File: config.mk
export PLATFORM = sky130hd
export DESIGN_NAME = lap_marker_detector
export DESIGN_NICKNAME = d
export VERILOG_FILES = /design/src/rtl/lap_det_pkg.sv /design/src/rtl/sensor_sync.sv /design/src/rtl/lap_marker_detector.sv
export SDC_FILE = /design/constraint.sdc
export NUM_CORES = 1
export LEC_CHECK = 0
export CORE_ASPECT_RATIO = 1.2
export CORE_MARGIN = 2
export CORE_UTILIZATION = 42
export DETAILED_ROUTE_END_ITERATION = 7
export PLACE_DENSITY = 0.69
export SYNTH_ARGS = -nofsm -noshare
export SYNTH_HDL_FRONTEND = slang
export SYNTH_HIERARCHICAL = 1
export SYNTH_SLANG_ARGS = --single-unit
File: constraint.sdc
create_clock -name clk -period 3.8 [get_ports clk]
set_input_delay 0.95 -clock clk [delete_from_list [all_inputs] [get_ports clk]]
set_output_delay 0.95 -clock clk [all_outputs]
set_load 0.01 [all_outputs]
File: src/rtl/lap_det_pkg.sv
// Shared types and constants for the lap marker detector and its neighbours.
package lap_det_pkg;

  typedef enum logic [1:0] {
    IDLE    = 2'd0,
    CONFIRM = 2'd1,
    PULSE   = 2'd2,
    LOCKOUT = 2'd3
  } lap_state_e;

  localparam int DEF_DEBOUNCE_CYCLES = 50000;
  localparam int DEF_PULSE_CYCLES    = 4;
  localparam int DEF_LOCKOUT_CYCLES  = 50000000;

  // Width needed to hold every value 0..limit, never less than one bit.
  function automatic int cnt_width(input int limit);
    return (limit < 1) ? 1 : $clog2(limit + 1);
  endfunction

endpackage

File: src/rtl/sensor_sync.sv
// N-bit two-flop synchronizer for asynchronous sensor inputs.
module sensor_sync #(
  parameter int WIDTH = 1
) (
  input  logic             clk,
  input  logic             reset,
  input  logic [WIDTH-1:0] d,
  output logic [WIDTH-1:0] q
);

  logic [WIDTH-1:0] s1_q;
  logic [WIDTH-1:0] s2_q;

  always_ff @(posedge clk or posedge reset) begin
    if (reset) begin
      s1_q <= '0;
      s2_q <= '0;
    end else begin
      s1_q <= d;
      s2_q <= s1_q;
    end
  end

  assign q = s2_q;

endmodule

File: src/rtl/lap_marker_detector.sv
// Detects the start/finish stripe, debounces it and emits one fixed-width
// lap_pulse per crossing, with a lockout that needs the stripe to be left.
module lap_marker_detector
  import lap_det_pkg::*;
#(
  parameter int N_SENSORS          = 5,
  parameter int MIN_ACTIVE         = 5,
  parameter bit SENSOR_ACTIVE_HIGH = 1'b1,
  parameter int DEBOUNCE_CYCLES    = DEF_DEBOUNCE_CYCLES,
  parameter int PULSE_CYCLES       = DEF_PULSE_CYCLES,
  parameter int LOCKOUT_CYCLES     = DEF_LOCKOUT_CYCLES
) (
  input  logic                 clk,
  input  logic                 reset,
  input  logic [N_SENSORS-1:0] sensors,
  input  logic                 enable,
  output logic                 lap_pulse,
  output logic                 armed,
  output logic                 marker_seen
);

  localparam int POP_W = $clog2(N_SENSORS + 1);
  localparam int DEB_W = cnt_width(DEBOUNCE_CYCLES);
  localparam int PUL_W = cnt_width(PULSE_CYCLES);
  localparam int LCK_W = cnt_width(LOCKOUT_CYCLES);

  localparam logic [POP_W-1:0] MIN_POP  = POP_W'(MIN_ACTIVE);
  localparam logic [DEB_W-1:0] DEB_LAST = DEB_W'(DEBOUNCE_CYCLES - 1);
  localparam logic [PUL_W-1:0] PUL_LOAD = PUL_W'(PULSE_CYCLES);
  localparam logic [LCK_W-1:0] LCK_MAX  = LCK_W'(LOCKOUT_CYCLES);
  localparam bit               DEB_ONE  = (DEBOUNCE_CYCLES <= 1);

  logic [N_SENSORS-1:0] sync_s;
  logic [N_SENSORS-1:0] pol_s;
  logic [POP_W-1:0]     pop_s;
  logic                 mark_s;

  lap_state_e       state_q, state_d;
  logic [DEB_W-1:0] deb_cnt_q, deb_cnt_d;
  logic [PUL_W-1:0] pulse_cnt_q, pulse_cnt_d;
  logic [LCK_W-1:0] lock_cnt_q, lock_cnt_d;
  logic             lap_pulse_q, lap_pulse_d;
  logic             marker_seen_q;
  logic             live_q;

  sensor_sync #(.WIDTH(N_SENSORS)) u_sync (
    .clk   (clk),
    .reset (reset),
    .d     (sensors),
    .q     (sync_s)
  );

  assign pol_s = SENSOR_ACTIVE_HIGH ? sync_s : ~sync_s;

  always_comb begin
    pop_s = '0;
    for (int i = 0; i < N_SENSORS; i++) begin
      pop_s = pop_s + POP_W'(pol_s[i]);
    end
  end

  assign mark_s = (pop_s >= MIN_POP);

  always_comb begin
    state_d     = state_q;
    deb_cnt_d   = deb_cnt_q;
    pulse_cnt_d = pulse_cnt_q;
    lock_cnt_d  = lock_cnt_q;
    lap_pulse_d = lap_pulse_q;
    case (state_q)
      IDLE: begin
        deb_cnt_d   = '0;
        lap_pulse_d = 1'b0;
        if (enable && mark_s) begin
          if (DEB_ONE) begin
            state_d     = PULSE;
            lap_pulse_d = 1'b1;
            pulse_cnt_d = PUL_LOAD;
          end else begin
            state_d   = CONFIRM;
            deb_cnt_d = DEB_W'(1);
          end
        end else begin
          state_d = IDLE;
        end
      end
      CONFIRM: begin
        if (!enable || !mark_s) begin
          state_d   = IDLE;
          deb_cnt_d = '0;
        end else if (deb_cnt_q >= DEB_LAST) begin
          state_d     = PULSE;
          deb_cnt_d   = '0;
          lap_pulse_d = 1'b1;
          pulse_cnt_d = PUL_LOAD;
        end else begin
          deb_cnt_d = deb_cnt_q + DEB_W'(1);
        end
      end
      PULSE: begin
        if (pulse_cnt_q <= PUL_W'(1)) begin
          state_d     = LOCKOUT;
          lap_pulse_d = 1'b0;
          pulse_cnt_d = '0;
          lock_cnt_d  = '0;
        end else begin
          lap_pulse_d = 1'b1;
          pulse_cnt_d = pulse_cnt_q - PUL_W'(1);
        end
      end
      LOCKOUT: begin
        lap_pulse_d = 1'b0;
        // Re-arm only once the dwell has expired and the stripe has been left.
        if ((lock_cnt_q == LCK_MAX) && !mark_s) begin
          state_d    = IDLE;
          lock_cnt_d = '0;
        end else if (lock_cnt_q != LCK_MAX) begin
          lock_cnt_d = lock_cnt_q + LCK_W'(1);
        end else begin
          lock_cnt_d = lock_cnt_q;
        end
      end
      default: begin
        state_d     = IDLE;
        deb_cnt_d   = '0;
        pulse_cnt_d = '0;
        lock_cnt_d  = '0;
        lap_pulse_d = 1'b0;
      end
    endcase
  end

  always_ff @(posedge clk or posedge reset) begin
    if (reset) begin
      state_q       <= IDLE;
      deb_cnt_q     <= '0;
      pulse_cnt_q   <= '0;
      lock_cnt_q    <= '0;
      lap_pulse_q   <= 1'b0;
      marker_seen_q <= 1'b0;
      live_q        <= 1'b0;
    end else begin
      state_q       <= state_d;
      deb_cnt_q     <= deb_cnt_d;
      pulse_cnt_q   <= pulse_cnt_d;
      lock_cnt_q    <= lock_cnt_d;
      lap_pulse_q   <= lap_pulse_d;
      marker_seen_q <= mark_s;
      live_q        <= 1'b1;
    end
  end

  // live_q keeps armed low while reset is held and for the edge it is released on.
  assign armed       = live_q && (state_q == IDLE) && enable;
  assign lap_pulse   = lap_pulse_q;
  assign marker_seen = marker_seen_q;

endmodule
==> flow_summary_export.csv, run 1 <==
group,metric,value,unit
power,power.internal,965,uW
timing,tns,0,ns
clocking,cts_buffers,9,
timing,finalHoldViolations,0,
hold_path,hp-start,"u_sync/s1_q[4]",
logic_synthesis,synthArstFlopShare,1.00,
routing,drt_iter0_markers,145,
critical_path,crit_chain,"inv_1, fa_1, fa_1, inv_1, ha_1, o21ai_0, inv_1, a31o_4, a2111oi_0, mux2i_1",
logic_synthesis,synth_seq_cells,60,
power,comb_power_share,0.038,
timing,fmax,295,MHz
global_route,grt_pass1_vias,2621,
floorplanning,die_h,101,um
critical_path,cp_num_cells,10,
placed_design,dp_cells,434,
timing,rsz0062_at_grt,"no",
run,max_cap_viol_count,0,
clocking,cts_setup_buffers,0,
hold_path,min_path_cells,0,
logic_synthesis,yosysWarningCount,6,
critical_path,crit_family,"compound AO/OA/AOI/OAI gates",
clocking,post_cts_resized,0,
critical_path,worstReg2RegStart,"u_sync/q[1]",
critical_path,cp_common_cell,"inv_1",
critical_path,worst-path-buf-inv,3,
clocking,cts-root-buf,"clkbuf_8",
floorplanning,rows,35,
global_route,track_usage,0.180,
floorplanning,fp.dieW,85.2,um
critical_path,crit_type,"register to register",
cells_and_area,finalNonFillerCells,450,
timing,final.period_utilization,0.893,
critical_path,crit_required,4.07,ns
global_route,met1_usage,0.234,
critical_path,worstRegToRegCells,10,
cells_and_area,area_growth,10.3,%
critical_path,r2r_end,"lock_cnt_q[18]",
power,p_clk_frac,0.449,
critical_path,worstPathMaxFanout,15,
logic_synthesis,yosys-top-cells-area,"dfrtp_1 (45%), nand3_1 (4.1%), nand2_1 (3.6%)",
logic_synthesis,yosysTopAreaCell,"dfrtp_1",
logic_synthesis,ys.flop_type,"dfrtp_1",
clocking,cts_sinks,60,
clocking,cts.clk_slew.worst_paths,0.07,ns
timing,setup-violations-final,0,
placed_design,dp_hpwl,4.72,mm
critical_path,critPathSlowestCell,"a2111oi_0",
logic_synthesis,seq_area_frac_synth,0.452,
floorplanning,dieArea,8650,um2
critical_path,r2r_slack,0.41,ns
placed_design,place_area,3470,um2
global_route,grt_pass1_wl,12.4,mm
cells_and_area,diodes,0,
global_route,grtUsageMet3,0.0326,
status,status,"completed",
clocking,htreeDepth,3,
cells_and_area,drive_above_1_share,0.0922,
cells_and_area,multiInputGateArea,1650,um2
global_route,grt_max_degree,51,
critical_path,startpoint_type,"register",
routing,num_vias,2690,
placed_design,preCtsSetupSlack,0.444,ns
timing,max_slew_margin,0.361,
clocking,clock_latency,0.35,ns
power,p_sw,306,uW
logic_synthesis,synthesis.area,3320,um2
global_route,grt_use_met2,0.293,
placed_design,gp_congestion,0.792,
logic_synthesis,ys_types,60,
hold_path,hold_path.class,"register to register",
clocking,holdBufCountCts,0,
routing,wl_per_cell,15.6,um
floorplanning,initial_core_util,0.434,
power,p_per_area,346,nW/um2
global_route,overflow,0,
routing,routed_wl,7.03,mm
global_route,antenna_found_initial,0,
routing,drtPass1Iterations,6,
timing,worst_pin_slew,0.959,ns
critical_path,cp-end-kind,"register",
logic_synthesis,synthCells,346,
clocking,clockBufferDepth,2,
logic_synthesis,synth_edf_count,0,
timing,setup_ws,0.406,ns
timing,layout_min_cycle_time,3.39,ns
logic_synthesis,syn-num-nets,362,
floorplanning,pin_count,11,
routing,antenna_left,0,
cells_and_area,final_area,3670,um2
power,cellLeakagePower,0.00163,uW
power,p_sw_frac,0.241,
logic_synthesis,netlist.area_leader.share,0.452,
power,power.total,1270,uW
cells_and_area,seqCellArea,1500,um2
placed_design,numPortBuffers,10,
global_route,grt.busiest_layer,"met2",
routing,via_per_inst,5.98,
clocking,cts_tree,"yes",
cells_and_area,n_fill_cell,693,
hold_path,min_delay_worst_endpoint,"u_sync/q[4]",
cells_and_area,final_nets,369,
power,seq_power_share,0.514,
routing,route.detailed.drc,0,
timing,drv_slew,0,
power,peakVddDrop,197,uV
critical_path,critical_path.max_stage_delay,0.58,ns
timing,skew,0.00796,ns
floorplanning,core,7660,um2
logic_synthesis,synth_area_per_cell,9.61,um2
critical_path,cp.arrival,3.67,ns
## per-stage QoR
stage          hold slack [ns]  utilization
2_1_floorplan            0.331            -
3_5_place_dp             0.335        0.453
4_1_cts                  0.353        0.478
6_report                 0.350        0.478
5_1_grt                  0.362        0.478
3_3_place_gp             0.333        0.453
## power by group through the flow
stage | Sequential [uW] | Combinational, uW | Clock (uW)
after global routing | 653 | 56.4 | 613
final | 653 | 47.7 | 570
after CTS | 653 | 49.7 | 581
after global placement | 665 | 48.0 | 0
after floorplan | 663 | 29.3 | 0
after detailed placement | 665 | 49.2 | 0
## cells in the mapped netlist (3+ instances only)
cell type and count:
dfrtp_1 60, nand2_1 32, nand3_1 27, inv_1 18, nor2_1 17, nor3_1 16, nand4_1 15, mux2i_1 10
a21oi_1 9, clkbuf_1 9, nand3b_1 8, o31ai_1 8, a22o_1 7, o21ai_0 7, a21o_1 6, and3_1 6
ha_1 6, nor4_1 6, a211oi_1 4, a31oi_1 4, and2_1 4, buf_2 4, nor3b_1 4, or4_1 4
xor2_1 4, a211o_1 3, nor4b_1 3, o21a_1 3, o311ai_0 3, or3_1 3
## how the worst max path moves through the flow
stage	start	slack [ns]	end
after detailed placement	u_sync/q[1]	0.44	lock_cnt_q[18]
after global routing	u_sync/q[1]	0.21	lock_cnt_q[18]
after global placement	u_sync/q[0]	0.63	lock_cnt_q[18]
final	u_sync/q[1]	0.41	lock_cnt_q[18]
after floorplan	u_sync/q[0]	0.86	lock_cnt_q[18]
after CTS	u_sync/q[1]	0.38	lock_cnt_q[18]
## registers in the layout, indices dropped and copies added (netlist names), named ones only
name / count
lock_cnt_q: 26
u_sync/q: 5
u_sync/s1_q: 5
live_q: 1
marker_seen: 1
lap_pulse: 1
state_q: 1
pulse_cnt_q: 3
deb_cnt_q: 16
## metal layers
layer	up-vias	routed length, um
li1	1304	-
met1	1315	3220
met2	59	3410
met3	12	258
met4	0	129
met5	-	0
## cells by family (layout without fill, tap and decap cells)
| kind of cell | after synthesis | in the layout | share of synthesized area |
|---|---|---|---|
| AO/OA/AOI/OAI | 68 | 68 | 0.154 |
| XOR/XNOR | 5 | 5 | 0.0132 |
| adder cells (fa/ha/maj) | 8 | 8 | 0.0346 |
| buffers and inverters | 38 | 50 | 0.0523 |
| flip-flops | 60 | 60 | 0.452 |
| multiplexers | 11 | 11 | 0.0335 |
| other | 1 | 1 | 0.00113 |
| AND/OR/NAND/NOR | 155 | 155 | 0.260 |
## final cells by class
class	count	area share
inverters	19	0.0195
flip-flops and latches	60	0.410
well taps	92	0.0314
repair buffers	15	0.0375
multi-input cells	248	0.450
clock buffers	9	0.0338
clock inverters	7	0.0184
## cells in the final DEF, fill, tap and decap left out, types with 4 or more instances in the layout
master	n
a21o_1	6
o21ai_0	7
a22o_1	7
o31ai_1	8
ha_1	6
and3_1	6
nor2_1	17
a21oi_1	9
nor4_1	6
and2_1	4
buf_4	5
a211oi_1	4
xor2_1	4
mux2i_1	10
nand4_1	15
or4_1	4
nand2_1	32
nand3b_1	8
nor3_1	16
a31oi_1	4
clkbuf_8	9
clkdlybuf4s50_1	10
nor3b_1	4
nand3_1	27
inv_1	17
dfrtp_1	60
## worst reg2reg max path: cells and delay by family, from the launching register on
kind / cells / cell delay (ns)
AOI/OAI and AO/OA: 3 / 1.34
buffers and inverters: 3 / 0.37
muxes: 1 / 0.23
adders and majority gates: 3 / 1.01
DFF: 1 / 0.37
Power figures use the tool's default switching activity.
==> inputs of run 2 (changes only) <==
--- a/config.mk
+++ b/config.mk
@@ -9,8 +9,6 @@
 export CORE_MARGIN = 2
 export CORE_UTILIZATION = 42
 export DETAILED_ROUTE_END_ITERATION = 7
-export PLACE_DENSITY = 0.69
 export SYNTH_ARGS = -nofsm -noshare
 export SYNTH_HDL_FRONTEND = slang
-export SYNTH_HIERARCHICAL = 1
 export SYNTH_SLANG_ARGS = --single-unit
==> flow_summary_export.csv, run 2 <==
group,metric,value,unit
routing,routed.top_layer,"met4",
routing,routed_wl,6.08,mm
logic_synthesis,ys_types,48,
critical_path,crit_type,"primary input to output port",
routing,wl_per_cell,14.5,um
logic_synthesis,synth_edf_count,0,
cells_and_area,area_growth,14.1,%
critical_path,crit_family,"buffers and inverters",
global_route,antenna_found_initial,0,
critical_path,crit_required,2.85,ns
logic_synthesis,ys.flop_type,"dfrtp_1",
timing,final.period_utilization,0.843,
logic_synthesis,yosysWarningCount,0,
timing,max_slew_margin,0.487,
timing,drv_slew,0,
power,p_sw_frac,0.201,
logic_synthesis,seq_area_frac_synth,0.495,
routing,met3_length,139,um
routing,wl_met2,3.01,mm
status,status,"completed",
timing,setup-violations-final,0,
clocking,cts.clk_slew.worst_paths,0.07,ns
clocking,cts-root-buf,"clkbuf_8",
global_route,grt_max_degree,32,
clocking,cts_tree,"yes",
routing,route.detailed.drc,0,
placed_design,numPortBuffers,10,
timing,worst_pin_slew,0.766,ns
critical_path,startpoint_type,"primary input",
cells_and_area,largest_reg_flops,26,
floorplanning,dieArea,7920,um2
clocking,cts_setup_buffers,0,
floorplanning,core,6940,um2
power,cellLeakagePower,0.00145,uW
routing,wl_met1,2.84,mm
power,peakVddDrop,200,uV
power,power.internal,1060,uW
clocking,holdBufCountCts,0,
critical_path,worst-path-buf-inv,2,
routing,drtPass1Iterations,4,
power,seq_power_share,0.487,
logic_synthesis,synth_common_cells,"dfrtp_1 (60), nor2_1 (39), nand2_1 (21)",
cells_and_area,diodes,0,
clocking,clock_latency,0.33,ns
timing,rsz0062_at_grt,"no",
logic_synthesis,yosys-top-cells-area,"dfrtp_1 (49%), nor2_1 (4.8%), xnor2_1 (3.8%)",
placed_design,gp_congestion,0.778,
critical_path,startpoint,"enable",
power,p_sw,268,uW
cells_and_area,layout_common_cells,"dfrtp_1 (60), nor2_1 (39), nand2_1 (21)",
timing,layout_min_cycle_time,3.20,ns
floorplanning,initial_core_util,0.437,
routing,via_per_inst,5.53,
logic_synthesis,yosysMostFrequentCell,"dfrtp_1",
hold_path,hold_path.class,"register to register",
timing,skew,0.0114,ns
cells_and_area,layout_commonest_cell,"dfrtp_1",
global_route,grt_pass1_wl,10.9,mm
cells_and_area,drive_above_1_share,0.0873,
critical_path,cp_common_cell,"clkdlybuf4s50_1",
logic_synthesis,synthCells,315,
clocking,cts_buffers,9,
logic_synthesis,netlist.area_leader.share,0.495,
power,p_per_area,384,nW/um2
clocking,clockBufferDepth,2,
clocking,htreeDepth,3,
placed_design,dp_hpwl,4.28,mm
critical_path,critical_path.max_stage_delay,0.55,ns
timing,tns,0,ns
critical_path,worstReg2RegStart,"u_sync.q[0]",
critical_path,critPathSlowestCell,"clkdlybuf4s50_1",
run,max_cap_viol_count,0,
timing,fmax,312,MHz
floorplanning,rows,33,
logic_synthesis,synth_seq_cells,60,
floorplanning,fp.dieW,81.6,um
clocking,cts_sinks,60,
logic_synthesis,synthesis.area,3030,um2
floorplanning,pin_count,11,
clocking,post_cts_resized,0,
power,p_clk_frac,0.483,
critical_path,worstPathMaxFanout,3,
cells_and_area,largestRegisters,"lock_cnt_q: 26 flops, deb_cnt_q: 16 flops",
power,comb_power_share,0.030,
logic_synthesis,syn-num-nets,331,
critical_path,cp.arrival,2.25,ns
routing,num_vias,2319,
placed_design,place_area,3240,um2
global_route,grt_pass1_vias,2394,
cells_and_area,largest-register,"lock_cnt_q",
global_route,overflow,0,
timing,finalHoldViolations,0,
cells_and_area,final_area,3460,um2
logic_synthesis,synth_area_per_cell,9.63,um2
floorplanning,die_h,97.1,um
routing,antenna_left,0,
logic_synthesis,yosysTopAreaCell,"dfrtp_1",
global_route,track_usage,0.176,
critical_path,cp-end-kind,"output port",
critical_path,crit_chain,"clkdlybuf4s50_1, and4_1, clkdlybuf4s50_1",
cells_and_area,final_nets,344,
logic_synthesis,synthArstFlopShare,1.00,
routing,drt_iter0_markers,109,
hold_path,hp-start,"u_sync.s1_q[2]",
[run 2: metal layers]
layer  vias up  global-route usage
met2        22               0.282
met1      1137               0.226
met3         9              0.0437
li1       1151                   -
met5         -                   0
met4         0              0.0667
[run 2: area by class of cell]
type | instances | area (um2)
Multi-Input combinational cell | 225 | 1420
Clock buffer | 11 | 151
Inverter | 19 | 71.3
Fill cell | 641 | 3470
Clock inverter | 4 | 72.6
Sequential cell | 60 | 1500
Timing Repair Buffer | 13 | 135
Tap cell | 87 | 109
[run 2: path summary, 6_finish.rpt]
| kind | end | slack, ns | cells past startpoint |
|---|---|---|---|
| worst max-delay path | armed | 0.60 | 3 |
| worst min-delay path | u_sync.q[2] | 0.35 | 0 |
| worst max register to register | lock_cnt_q[3] | 0.82 | 11 |
| worst min register to register | u_sync.q[2] | 0.35 | 0 |
| max in group asynchronous | pulse_cnt_q[1] | 2.18 | 3 |
| min in group asynchronous | u_sync.q[2] | 1.03 | 2 |
[run 2: power by group through the flow]
| stage | clock network, uW | logic, uW | registers, uW |
|---|---|---|---|
| floorplan | 0 | 20.4 | 660 |
| global placement | 0 | 40.8 | 659 |
| detailed placement | 0 | 40.8 | 660 |
| CTS | 664 | 41.2 | 648 |
| global route | 700 | 46.2 | 648 |
| finish | 643 | 39.5 | 648 |
[run 2: per-stage QoR]
step | util | hold slack, ns | setup slack (ns) | total power [uW] | cells
after global placement | 0.467 | 0.332 | 0.606 | 700 | 404
final | 0.499 | 0.350 | 0.597 | 1330 | 419
after CTS | 0.499 | 0.351 | 0.612 | 1350 | 419
after detailed placement | 0.467 | 0.336 | 0.612 | 701 | 404
after floorplan | - | 0.331 | 1.10 | 680 | 315
after global routing | 0.499 | 0.358 | 0.577 | 1390 | 419
[run 2: logic make-up (layout without fill, tap and decap cells)]
logic type	after synthesis	count (layout)	synth area share
other	1	1	0.00124
xor gates and xnor gates	22	22	0.0635
adders and majority gates	8	8	0.0379
AOI/OAI and AO/OA	55	55	0.117
DFF	60	60	0.495
and+or+nand+nor	139	139	0.247
buffers and inverters	30	47	0.0392
[run 2: worst register-to-register path, cell delays in order, from the launching register on]
cell	delay, ns
dfrtp_1	0.33
inv_1	0.06
fa_1	0.49
fa_1	0.36
inv_1	0.06
ha_1	0.21
nand2b_1	0.16
and2_1	0.20
nand4b_1	0.22
a21oi_2	0.39
buf_4	0.31
nor2_1	0.08
